## config.mk

```make
export PLATFORM = sky130hd
export DESIGN_NAME = sqrt_vector_sequencer_flat
export DESIGN_NICKNAME = d
export VERILOG_FILES = /design/src/rtl/sqrt_vector_sequencer_if.sv /design/src/rtl/sqrt_vector_sequencer.sv /design/src/flat_wrapper.sv
export SDC_FILE = /design/constraint.sdc
export NUM_CORES = 1
export LEC_CHECK = 0
export ABC_CLOCK_PERIOD_IN_PS = 4900
export CELL_PAD_IN_SITES_DETAIL_PLACEMENT = 1
export CELL_PAD_IN_SITES_GLOBAL_PLACEMENT = 1
export CORE_ASPECT_RATIO = 1.1
export CORE_UTILIZATION = 25
export DETAILED_ROUTE_END_ITERATION = 8
export PLACE_DENSITY = 0.52
export SLEW_MARGIN = 30
export SYNTH_ARGS = -nofsm -noshare
export SYNTH_HDL_FRONTEND = slang
export SYNTH_SLANG_ARGS = --single-unit
```

## constraint.sdc

```tcl
create_clock -name clk -period 4.9 [get_ports clk]
set_input_delay 1.225 -clock clk [delete_from_list [all_inputs] [get_ports clk]]
set_output_delay 1.225 -clock clk [all_outputs]
set_load 0.005 [all_outputs]
```

## src/rtl/sqrt_vector_sequencer_if.sv

```systemverilog
// Handshake bundle between the vector sequencer and the 8-bit square-root core.
// The master side issues operands and St; the slave side answers with Done and Sqrt.
interface sqrt_vector_sequencer_if;
  logic [7:0] N;
  logic       St;
  logic       Done;
  logic [3:0] Sqrt;

  modport master (output N, output St, input Done, input Sqrt);
  modport slave  (input N, input St, output Done, output Sqrt);
endinterface

```

## src/rtl/sqrt_vector_sequencer.sv

```systemverilog
// Feeds a loadable bank of operands to the sqrt core over St/Done and captures each root
// into a readable result bank; flags a core that stops handshaking.
//
// state   | meaning
// IDLE    | waiting for run, vector bank writable
// ISSUE   | present operand, wait for core to drop Done
// ASSERT  | St high, wait for Done
// RELEASE | St low, wait for core to drop Done
// NEXT    | advance index or finish the pass
// FINISH  | pass complete, all_done held, bank writable
// ERROR   | handshake timeout, err held, bank writable
module sqrt_vector_sequencer #(
  parameter int NUM_VECTORS = 16,
  parameter int TIMEOUT     = 255
) (
  input  logic                        clk,
  input  logic                        resetN,
  input  logic                        load_en,
  input  logic [3:0]                  load_addr,
  input  logic [7:0]                  load_data,
  input  logic                        run,
  sqrt_vector_sequencer_if.master     core,
  input  logic [3:0]                  res_addr,
  output logic [3:0]                  res_data,
  output logic                        busy,
  output logic                        all_done,
  output logic                        err,
  output logic [3:0]                  cur_idx
);

  localparam int         WW        = $clog2(TIMEOUT + 1);
  localparam logic [3:0] ADDR_MASK = 4'(NUM_VECTORS - 1);
  localparam logic [3:0] LAST_IDX  = 4'(NUM_VECTORS - 1);

  typedef enum logic [2:0] {
    S_IDLE, S_ISSUE, S_ASSERT, S_RELEASE, S_NEXT, S_FINISH, S_ERROR
  } state_t;

  state_t          state_q, state_d;
  logic [3:0]      idx_q, idx_d;
  logic [WW-1:0]   wait_q, wait_d;
  logic [7:0]      n_q, n_d;
  logic            st_q, st_d;
  logic            busy_q, busy_d;
  logic            all_done_q, all_done_d;
  logic            err_q, err_d;
  logic [7:0]      vec_q [NUM_VECTORS];
  logic [7:0]      vec_d [NUM_VECTORS];
  logic [3:0]      res_q [NUM_VECTORS];
  logic [3:0]      res_d [NUM_VECTORS];

  logic load_ok, res_ok, timed_out, in_wait;

  // Power-of-two bank: any address bit above the index range marks it out of range.
  assign load_ok   = (load_addr & ~ADDR_MASK) == 4'd0;
  assign res_ok    = (res_addr  & ~ADDR_MASK) == 4'd0;
  assign timed_out = (wait_q == WW'(TIMEOUT));
  assign in_wait   = (state_q == S_ISSUE) || (state_q == S_ASSERT) || (state_q == S_RELEASE);

  always_comb begin
    state_d    = state_q;
    idx_d      = idx_q;
    wait_d     = wait_q;
    n_d        = n_q;
    st_d       = 1'b0;
    busy_d     = busy_q;
    all_done_d = all_done_q;
    err_d      = err_q;
    vec_d      = vec_q;
    res_d      = res_q;

    case (state_q)
      S_IDLE, S_FINISH, S_ERROR: begin
        if (run) begin
          idx_d      = 4'd0;
          all_done_d = 1'b0;
          err_d      = 1'b0;
          busy_d     = 1'b1;
          state_d    = S_ISSUE;
        end else if (load_en && load_ok) begin
          vec_d[load_addr] = load_data;
        end
      end
      S_ISSUE: begin
        n_d = vec_q[idx_q];
        if (!core.Done)     state_d = S_ASSERT;
        else if (timed_out) state_d = S_ERROR;
      end
      S_ASSERT: begin
        if (core.Done) begin
          res_d[idx_q] = core.Sqrt;
          state_d      = S_RELEASE;
        end else if (timed_out) begin
          state_d = S_ERROR;
        end else begin
          st_d = 1'b1;
        end
      end
      S_RELEASE: begin
        if (!core.Done)     state_d = S_NEXT;
        else if (timed_out) state_d = S_ERROR;
      end
      S_NEXT: begin
        if (idx_q == LAST_IDX) begin
          all_done_d = 1'b1;
          busy_d     = 1'b0;
          state_d    = S_FINISH;
        end else begin
          idx_d   = idx_q + 4'd1;
          state_d = S_ISSUE;
        end
      end
      default: state_d = S_IDLE;
    endcase

    if ((state_d == S_ERROR) && (state_q != S_ERROR)) begin
      err_d  = 1'b1;
      busy_d = 1'b0;
    end

    if (state_d != state_q) wait_d = '0;
    else if (in_wait)       wait_d = wait_q + WW'(1);
  end

  always_ff @(posedge clk or negedge resetN) begin
    if (!resetN) begin
      state_q    <= S_IDLE;
      idx_q      <= 4'd0;
      wait_q     <= '0;
      n_q        <= 8'd0;
      st_q       <= 1'b0;
      busy_q     <= 1'b0;
      all_done_q <= 1'b0;
      err_q      <= 1'b0;
      for (int i = 0; i < NUM_VECTORS; i++) begin
        vec_q[i] <= 8'd0;
        res_q[i] <= 4'd0;
      end
    end else begin
      state_q    <= state_d;
      idx_q      <= idx_d;
      wait_q     <= wait_d;
      n_q        <= n_d;
      st_q       <= st_d;
      busy_q     <= busy_d;
      all_done_q <= all_done_d;
      err_q      <= err_d;
      vec_q      <= vec_d;
      res_q      <= res_d;
    end
  end

  assign core.N   = n_q;
  assign core.St  = st_q;
  assign res_data = res_ok ? res_q[res_addr] : 4'd0;
  assign busy     = busy_q;
  assign all_done = all_done_q;
  assign err      = err_q;
  assign cur_idx  = idx_q;

endmodule

```

## src/flat_wrapper.sv

```systemverilog
// flat-port wrapper written by rule: the top's interface ports become plain ports
module sqrt_vector_sequencer_flat 
#(
  parameter int NUM_VECTORS = 16,
  parameter int TIMEOUT     = 255
)
  (clk, resetN, load_en, load_addr, load_data, run, res_addr, res_data, busy, all_done, err, cur_idx, core_N, core_St, core_Done, core_Sqrt);
  sqrt_vector_sequencer_if core_i ();
  input  logic clk;
  input  logic resetN;
  input  logic load_en;
  input  logic [3:0] load_addr;
  input  logic [7:0] load_data;
  input  logic run;
  input  logic [3:0] res_addr;
  output logic [3:0] res_data;
  output logic busy;
  output logic all_done;
  output logic err;
  output logic [3:0] cur_idx;
  output wire logic [$bits(core_i.N)-1:0] core_N;
  output wire logic [$bits(core_i.St)-1:0] core_St;
  input wire logic [$bits(core_i.Done)-1:0] core_Done;
  input wire logic [$bits(core_i.Sqrt)-1:0] core_Sqrt;
  assign core_N = core_i.N;
  assign core_St = core_i.St;
  assign core_i.Done = core_Done;
  assign core_i.Sqrt = core_Sqrt;
  sqrt_vector_sequencer #(.NUM_VECTORS(NUM_VECTORS), .TIMEOUT(TIMEOUT)) u_core (.clk(clk), .resetN(resetN), .load_en(load_en), .load_addr(load_addr), .load_data(load_data), .run(run), .core(core_i), .res_addr(res_addr), .res_data(res_data), .busy(busy), .all_done(all_done), .err(err), .cur_idx(cur_idx));
endmodule
```

# Word level (Yosys, flattened, before mapping)
# Index checks and enable logic that the tools add are counted.
totals:
  regBits: 219
  output_inout_bits: 20
  elab_cells: 121
classes:
  addsub: 2
  magnitude_cmp: 5
  n_eq_ne: 16
  muxes: 36
  bitwise_logic: 4
  n_reduce_logical: 18
op_table:
  columns: ["op", "count"]
  rows:
  - ["$bwmux W128", 1]
  - ["$bwmux W64", 1]
  - ["$mux W8", 5]
  - ["$bmux W8 S4", 1]
  - ["$demux W8 S4", 1]
  - ["$mux W4", 5]
  - ["$mux W3", 6]
  - ["$bmux W4 S4", 1]
  - ["$demux W4 S4", 1]
  - ["$ge A5 B5 Y1 const B", 3]
  - ["$not A4 Y5", 3]
  - ["$pmux W3 S5", 1]
  - ["$eq A3 B3 Y1 const B", 4]
  - ["$reduce_and A3 Y1", 4]
  - ["$lt A5 B1 Y1 const B", 2]
  - ["$mux W1", 10]
  - ["$add A8 B1 Y8 const B", 1]
  - ["$eq A8 B8 Y1 const B", 1]
  - ["$pmux W4 S2", 1]
  - ["$reduce_bool A2 Y1", 4]
  - ["$eq A3 B2 Y1 const B", 2]
  - ["$add A4 B1 Y4 const B", 1]
  - ["$eq A4 B4 Y1 const B", 1]
  - ["$ne A2 B2 Y1 const B", 2]
  - ["other kinds (14)", 19]

# Longest topological paths before layout
# Gate-level depths: netlist of the first run.
logic_depth:
  ltp_word: 8
  depth_mapped: 7

# Least setup slack after synthesis of the first run
# Ideal clock, no wire load.
synth_path:
  kind: "input to output"
  from: "input res_addr[0]"
  to: "output res_data[0]"
  arrival_time_ns: 2.935
  setup_slack_ns: 0.740
  path_stages: 4
  n_path_buf: 2
  path_cell_list: "clkbuf_1 > buf_2 > mux4_2 > mux4_2"
synth_via:
  elab_chain_len: 4
synth_rtl:
  columns: ["element", "line", "source"]
  rows:
  - ["start: declaration", "flat_wrapper.sv:15", "input logic [3:0] res_addr;"]
  - ["$not A4 Y5 (not written as such)", "sqrt_vector_sequencer.sv:155", "assign res_data = res_ok ? res_q[res_addr] : 4'd0;"]
  - ["$bmux W4 S4", "sqrt_vector_sequencer.sv:155", null]
  - ["$mux W4 (not written as such) (2 in series)", "sqrt_vector_sequencer.sv:155", null]
  - ["end: declaration", "flat_wrapper.sv:16", "output logic [3:0] res_data;"]
# No other way between the ends. The select of a mux whose other input is x is not followed.

# Worst setup path in the final report of the first run
# Same ends and word-level chain as after synthesis.

==> impl_metrics.toml, run 1 <==
[logic_synthesis]
synth_ff_type = "dfrtp_1"
syn_avg_cell_area_sq_um = 14.5
synth_area_leaders = "dfrtp_1 (53%), mux2_2 (20%), mux4_2 (8.7%)"
syn-cell-area_sq_um = 10400
postSynthCellCount = 719
synth.net_count = 749
yosysWarningCount = 0
yosysSeqAreaShare_pct = 52.7
netlist.area_leader.share_pct = 52.7
synth-edff-count = 0
yosys_register_bits = 219
synthArstFlopShare_pct = 100
synth_top_cell_by_area = "dfrtp_1"
ys_types = 55

[setup_path]
critPathLaunchType = "input port"
cp_max_fo = 16
crit_type = "input port to primary output"
cpPeakStageDelay_ns = 0.52
worstSetupEndpointType = "primary output"
slowest_stage = "mux4_2"
crit_arrival_ns = 3.42
path_cells = "clkdlybuf4s50_1 > buf_12 > mux4_2 > mux4_2 > clkdlybuf4s50_1"
required_ns = 3.67

[power_and_ir_drop]
leakage_nw = 5.50
peakVddDrop_v = 0.000244
power_density_nw_per_um2 = 513

[placement]
port_buffers = 44
place_inst = 1289
gp_congestion = 0.731
dp_hpwl_mm = 17.3

[timing]
fin_tns_setup_ns = 0
slew_viol_final = 0
fmax_mhz = 215
setup_viol = 0
skew_ns = 0.00929
period_needed_ns = 4.64
rsz0062_at_grt = "false"
slew-limit-headroom_pct = 45.7
finalHoldViolCount = 0
period_share_pct = 94.7
worst_pin_slew_ns = 0.809

[die]
ios = 45
start_util_pct = 25.3
core_sq_um = 41200
die_w_um = 197
dieArea_sq_um = 42500
fp.dieH_um = 216
rows = 78

[clocking]
cts_tree = "done"
clkTransAtPathRegs_ns = 0.06
clock_latency_ns = 0.55
cts_hold_buf = 0
cts-buffers-inserted = 28
clockBufferDepth = 3
cts_resized = 0
cts_root_buf = "clkbuf_16"
clock-sinks = 219
cts_setup_buffers = 0
htreeDepth = 1

[route]
wl_per_cell_um = 19.6
drt-total-wl_mm = 26.3
vias = 6143
post-route-drc-count = 0
viasPerCell = 4.58
firstDrtPassIters = 4
antenna_left = 0
drt_iter0_drc = 232

[final_layout]
nFillCells = 4400
instances_no_fill = 1342
layout_common_cells = "dfrtp_1 (218), mux2_2 (188), clkdlybuf4s50_1 (43)"
syn2layout_area_growth_pct = 20.5
n_antenna_cell = 0
drive_gt1_share_pct = 40.8
mostFrequentLayoutCell = "dfrtp_1"
nets = 790

[flow_run]
cap_violations = 0

[grt]
grt.overflow.total = 0
grt_pass1_wl_mm = 42.4
grt_max_degree = 110
grt_util_all_layers_pct = 12.9
antenna_found_initial = 0
grt_pass1_vias = 6755

[outcome]
run_status = "completed"

[hold_path]
hold_path.class = "flip-flop to flip-flop"
[stage by stage]
stage               hold WS (ns)  utilization [%]  instance area (sq um)  setup WS (ns)  power [mW]
floorplan                  0.471                -                  10400          0.740        3.69
global placement           0.484             27.8                  11500          0.255        4.16
detailed placement         0.491             27.8                  11500          0.241        4.19
CTS                        0.504             30.4                  12500          0.242        6.54
global route               0.501             30.4                  12500          0.193        6.81
finish                     0.501             30.4                  12500          0.258        6.43
[routing by layer]
| metal | track usage, % | share of wire, % |
|---|---|---|
| met4 | 2.99 | 1.9 |
| met1 | 18.0 | 48 |
| met3 | 2.05 | 3.0 |
| met2 | 21.0 | 47 |
| met5 | 0 | 0 |
[power by group]
| group | total [mW] | switching, mW | internal [mW] |
|---|---|---|---|
| Combinational | 1.51 | 0.674 | 0.835 |
| Sequential | 2.62 | 0.331 | 2.29 |
| Clock | 2.30 | 0.826 | 1.48 |
| Total | 6.43 | 1.83 | 4.60 |
[Yosys cell counts (9+ instances only)]
master,number
mux2_2,188
o21ai_0,11
nand2_1,32
nor3_1,9
nand3_1,11
clkbuf_1,29
nor2_1,14
mux2i_1,27
mux4_2,40
dfrtp_1,219
nor3_4,10
[flip-flops by register name, summed over array words and instances (netlist names)]
name             cells
u_core.core.St       1
u_core.state_q       3
u_core.res_q        64
u_core.cur_idx       4
u_core.err           1
u_core.core.N        8
u_core.vec_q       128
u_core.wait_q        8
u_core.busy          1
u_core.all_done      1
[path summary, 6_finish.rpt]
kind,from,cells after the start,slack [ns],end
setup / recovery,res_addr[0],5,0.26,res_data[0]
hold / removal,u_core.vec_q[53],1,0.50,u_core.vec_q[53]
setup reg to reg,u_core.state_q[1],5,1.91,u_core.vec_q[62]
hold reg to reg,u_core.vec_q[53],1,0.50,u_core.vec_q[53]
max in group asynchronous,resetN,2,3.68,u_core.vec_q[82]
min in group asynchronous,resetN,1,0.52,u_core.wait_q[1]
[critical path, delay by kind of cell]
family | cells | cell delay, ns
buffers and inverters | 3 | 1.16
multiplexers | 2 | 1.02
[cell type report]
type | count | area, sq um | area share (%)
Tap cell | 560 | 701 | 5.59
Sequential cell | 219 | 5480 | 43.7
Multi-Input combinational cell | 448 | 4710 | 37.6
Timing Repair Buffer | 57 | 576 | 4.59
Inverter | 6 | 22.5 | 0.180
Clock inverter | 16 | 274 | 2.19
Clock buffer | 36 | 771 | 6.15
[logic make-up (layout without fill, tap and decap cells)]
logic type,count (synthesis),in the layout,synth area share (%)
buffers and inverters,52,115,2.12
adder cells (fa/ha/maj),5,5,0.601
AND/OR/NAND/NOR,121,121,7.43
AO/OA/AOI/OAI,50,50,3.63
flip-flops,219,219,52.7
multiplexers,263,263,32.7
XOR/XNOR,9,9,0.829
(Power assumes the default switching activity.)
==> run 2: changes to the inputs <==
--- a/config.mk
+++ b/config.mk
@@ -10,6 +10,7 @@
 export CELL_PAD_IN_SITES_GLOBAL_PLACEMENT = 1
 export CORE_ASPECT_RATIO = 1.1
 export CORE_UTILIZATION = 25
+export CTS_BUF_LIST = sky130_fd_sc_hd__clkbuf_16
 export DETAILED_ROUTE_END_ITERATION = 8
 export PLACE_DENSITY = 0.52
 export SLEW_MARGIN = 30
==> run 2 against run 1 <==
  * Via count shrank 0.20%
  * Clock power is 3% lower
  * Global-route usage about the same
  * Maximum frequency about the same
  * Clock-buffer cell count fell by 8
  * Design area down 0.32%
  * Hold slack worse by 0.00058 ns
  * Die area is the same
  * Worst setup slack about the same
  * Combinational power barely moved
  * Critical endpoint unchanged
==> impl_metrics.toml, run 2 (same netlist as run 1, synthesis figures left out) <==
[route]
firstDrtPassIters = 4
wl_per_cell_um = 19.5
drt-total-wl_mm = 26.2
vias = 6131
viasPerCell = 4.57
antenna_left = 0
drt_iter0_drc = 236
post-route-drc-count = 0

[setup_path]
cp_max_fo = 16
worstSetupEndpointType = "primary output"
crit_type = "input port to primary output"
rr_worst_depth = 5
required_ns = 3.67
crit_arrival_ns = 3.42
critPathLaunchType = "input port"

[timing]
period_share_pct = 94.7
rsz0062_at_grt = "false"
fmax_mhz = 215
fin_ws_ns = 0.258
whs_ns = 0.501
worst_pin_slew_ns = 0.817
slew_viol_final = 0
finalHoldViolCount = 0
setup_viol = 0
skew_ns = 0.0111
slew-limit-headroom_pct = 45.5
fin_tns_setup_ns = 0
period_needed_ns = 4.64

[hold_path]
hold_path.class = "flip-flop to flip-flop"
holdPathStages = 1

[die]
die_w_um = 197
rows = 78
dieArea_sq_um = 42500
start_util_pct = 25.3
ios = 45
core_sq_um = 41200
fp.dieH_um = 216

[placement]
gp_congestion = 0.731
dpl_cell_area_sq_um = 11500
dp_hpwl_mm = 17.3
place_inst = 1289
port_buffers = 44
dp_slack_ns = 0.241

[final_layout]
nets = 790
mostFrequentLayoutCell = "dfrtp_1"
top_regs = "u_core.vec_q x128, u_core.res_q x64"
largest_reg_flops = 128
instances_no_fill = 1342
syn2layout_area_growth_pct = 20.1
layout_common_cells = "dfrtp_1 (218), mux2_2 (188), clkdlybuf4s50_1 (43)"
final_core_util_pct = 30.3
stdcell_area_sq_um = 12500
drive_gt1_share_pct = 40.3
n_antenna_cell = 0
top_register = "u_core.vec_q"

[clocking]
clock-sinks = 219
clockBufferDepth = 3
cts_hold_buf = 0
clock_latency_ns = 0.55
cts_root_buf = "clkbuf_16"
htreeDepth = 1
cts_tree = "done"
cts_setup_buffers = 0
cts-buffers-inserted = 28
cts_resized = 0
clkTransAtPathRegs_ns = 0.06

[grt]
grt_max_degree = 110
grt_util_all_layers_pct = 12.9
grt_pass1_vias = 6777
grt.overflow.total = 0
antenna_found_initial = 0
grt_pass1_wl_mm = 42.4

[power_and_ir_drop]
peakVddDrop_v = 0.000245
power_density_nw_per_um2 = 509
leakage_nw = 5.50
power_mw = 6.36

[flow_run]
cap_violations = 0

[outcome]
run_status = "completed"
## run 2: changes by cell type in the layout (fill, tap and decap cells not counted)
cell,change
inv_1,+4
clkbuf_8,-4
clkbuf_1,-4
clkinv_1,+4
## run 2: critical path: stages
cell and delay (ns):
clkdlybuf4s50_1 0.50, buf_12 0.19, mux4_2 0.52, mux4_2 0.50, clkdlybuf4s50_1 0.47
## run 2: area by class of cell
cell class,count,area [sq um]
Clock buffer,28,701
Inverter,6,22.5
Clock inverter,24,304
Multi-Input combinational cell,448,4710
Sequential cell,219,5480
Timing Repair Buffer,57,576
Fill cell,4410,28700
Tap cell,560,701
## run 2: routing by layer
metal	vias up	global-route usage (%)	routed length, um
met5	-	0	0
met4	0	2.99	506
met3	42	2.05	759
met2	80	21.0	12400
met1	3228	18.0	12500
li1	2781	-	-
## run 2: worst paths after layout
path | slack, ns | to | start
max in group asynchronous | 3.68 | u_core.vec_q[82] | resetN
min in group asynchronous | 0.52 | u_core.wait_q[1] | resetN
hold / removal | 0.50 | u_core.vec_q[32] | u_core.vec_q[32]
hold reg to reg | 0.50 | u_core.vec_q[32] | u_core.vec_q[32]
setup reg to reg | 1.91 | u_core.vec_q[62] | u_core.state_q[1]
setup / recovery | 0.26 | res_data[0] | res_addr[0]
## run 2: report_power, final
part / internal (mW) / total (mW) / switching (mW)
Sequential: 2.29 / 2.62 / 0.332
Combinational: 0.836 / 1.51 / 0.672
Clock: 1.41 / 2.23 / 0.824
Total: 4.53 / 6.36 / 1.83
==> run 3: changes to the inputs <==
--- a/config.mk
+++ b/config.mk
@@ -13,6 +13,7 @@
 export CTS_BUF_LIST = sky130_fd_sc_hd__clkbuf_16
 export DETAILED_ROUTE_END_ITERATION = 8
 export PLACE_DENSITY = 0.52
+export RECOVER_POWER = 25
 export SLEW_MARGIN = 30
 export SYNTH_ARGS = -nofsm -noshare
 export SYNTH_HDL_FRONTEND = slang
==> run 3 against run 2 <==
  * The flow now finishes with violations (capacitance limit, slew limit)
  * Register-to-register slack worse by 0.02 ns
  * Flip-flop and latch count stayed put
  * Sequential share of layout area is 0.16 points higher
  * Clock power hardly changed
  * Design area is 0.36% lower
  * Maximum frequency stayed put
  * Clock-buffer cell count stayed put
  * Worst setup slack stayed put
  * Wire length is 0.16% higher
  * Critical path type unchanged
==> impl_metrics.toml, run 3 (same netlist as run 1, synthesis figures left out) <==
[setup_path]
rr_worst_depth = 5
required_ns = 3.67
critPathLaunchType = "input port"
endpoint = "res_data[0]"
crit_arrival_ns = 3.42
r2r_slack_ns = 1.89
startpoint = "res_addr[0]"
worstSetupEndpointType = "primary output"
cp_max_fo = 16
crit_type = "input port to primary output"
worstReg2RegEnd = "u_core.vec_q[62]"
reg2reg_from = "u_core.state_q[1]"

[timing]
fin_tns_setup_ns = 0
rsz0062_at_grt = "false"
period_needed_ns = 4.64
fmax_mhz = 215
period_share_pct = 94.7
finalHoldViolCount = 0
slew_viol_final = 117
slew-limit-headroom_pct = -46.6
worst_pin_slew_ns = 2.20
skew_ns = 0.0106
setup_viol = 0

[grt]
grt_pass1_vias = 6777
grt_pass1_wl_mm = 42.4
antenna_found_initial = 0
grt_util_all_layers_pct = 12.9
grt_max_degree = 110
grt.overflow.total = 0

[clocking]
cts_hold_buf = 0
htreeDepth = 1
clkTransAtPathRegs_ns = 0.06
cts_resized = 0
clock_latency_ns = 0.55
cts_root_buf = "clkbuf_16"
cts_setup_buffers = 0
cts-buffers-inserted = 28
cts_tree = "done"
clockBufferDepth = 3
clock-sinks = 219

[final_layout]
final_core_util_pct = 30.2
layout_common_cells = "dfrtp_1 (218), mux2_2 (188), clkdlybuf4s50_1 (43)"
stdcell_area_sq_um = 12500
nFillCells = 4417
seq_area_sq_um = 5480
top_regs = "u_core.vec_q x128, u_core.res_q x64"
top_register = "u_core.vec_q"
largest_reg_flops = 128
n_antenna_cell = 0
nets = 790
mostFrequentLayoutCell = "dfrtp_1"
syn2layout_area_growth_pct = 19.6
drive_gt1_share_pct = 39.8
multiInputGateArea_sq_um = 4710

[power_and_ir_drop]
leakage_nw = 5.47
power_density_nw_per_um2 = 510
peakVddDrop_v = 0.000245

[hold_path]
holdPathStages = 1
hold_path.class = "flip-flop to flip-flop"

[flow_run]
cap_violations = 3

[outcome]
failed_checks = "capacitance limit, slew limit"
run_status = "finished with violations"

[die]
dieArea_sq_um = 42500
die_w_um = 197
fp.dieH_um = 216
ios = 45
rows = 78
start_util_pct = 25.3
core_sq_um = 41200

[route]
drt_iter0_drc = 234
drt-total-wl_mm = 26.3
firstDrtPassIters = 4
post-route-drc-count = 0
vias = 6141
wl_per_cell_um = 19.6
viasPerCell = 4.58
antenna_left = 0

[placement]
gp_congestion = 0.731
dpl_cell_area_sq_um = 11500
dp_hpwl_mm = 17.3
port_buffers = 44
-- run 3: cell types whose count changed in the layout (fill, tap and decap cells not counted), sizes merged --
| cell | previous run | this run |
|---|---|---|
| buf | 14 | 9 |
| clkbuf | 28 | 33 |
-- run 3: how the worst min path moves through the flow --
stage                                 start                end  slack [ns]
after floorplan             u_core.all_done    u_core.all_done        0.47
final                      u_core.vec_q[32]   u_core.vec_q[32]        0.50
after detailed placement  u_core.vec_q[104]  u_core.vec_q[104]        0.49
after global placement     u_core.vec_q[23]   u_core.vec_q[23]        0.48
after CTS                 u_core.vec_q[104]  u_core.vec_q[104]        0.50
after global routing       u_core.vec_q[50]   u_core.vec_q[50]        0.52
-- run 3: per-layer routing --
| metal | part of all wire (%) | routed length, um | GRT usage, % |
|---|---|---|---|
| met1 | 47 | 12400 | 18.0 |
| met2 | 47 | 12500 | 21.0 |
| met3 | 3.6 | 942 | 2.05 |
| met4 | 1.9 | 503 | 2.99 |
| met5 | 0 | 0 | 0 |
-- run 3: cell type report --
class                   count  share of cell area, %
clock buffers              28                   5.63
inverters                   6                  0.181
repair buffers             57                   4.26
clock inverters            24                   2.44
flip-flops and latches    219                   44.0
well taps                 560                   5.63
multi-input cells         448                   37.8
-- run 3: critical path, cell delays in order --
cell and delay [ns]:
clkdlybuf4s50_1 0.50, buf_12 0.19, mux4_2 0.52, mux4_2 0.50
clkdlybuf4s50_1 0.47
-- run 3: through the flow --
step / std cells / hold WS (ns) / worst slack [ns] / total power [mW]
global route: 1342 / 0.515 / 0.193 / 6.73
global placement: 1289 / 0.484 / 0.255 / 4.16
floorplan: 719 / 0.471 / 0.740 / 3.69
finish: 1342 / 0.501 / 0.258 / 6.35
CTS: 1341 / 0.504 / 0.242 / 6.47
detailed placement: 1289 / 0.491 / 0.241 / 4.19
-- run 3: power by group --
part / switching, mW / internal [mW] / total (mW)
Clock: 0.824 / 1.41 / 2.23
Sequential: 0.331 / 2.29 / 2.62
Combinational: 0.671 / 0.831 / 1.50
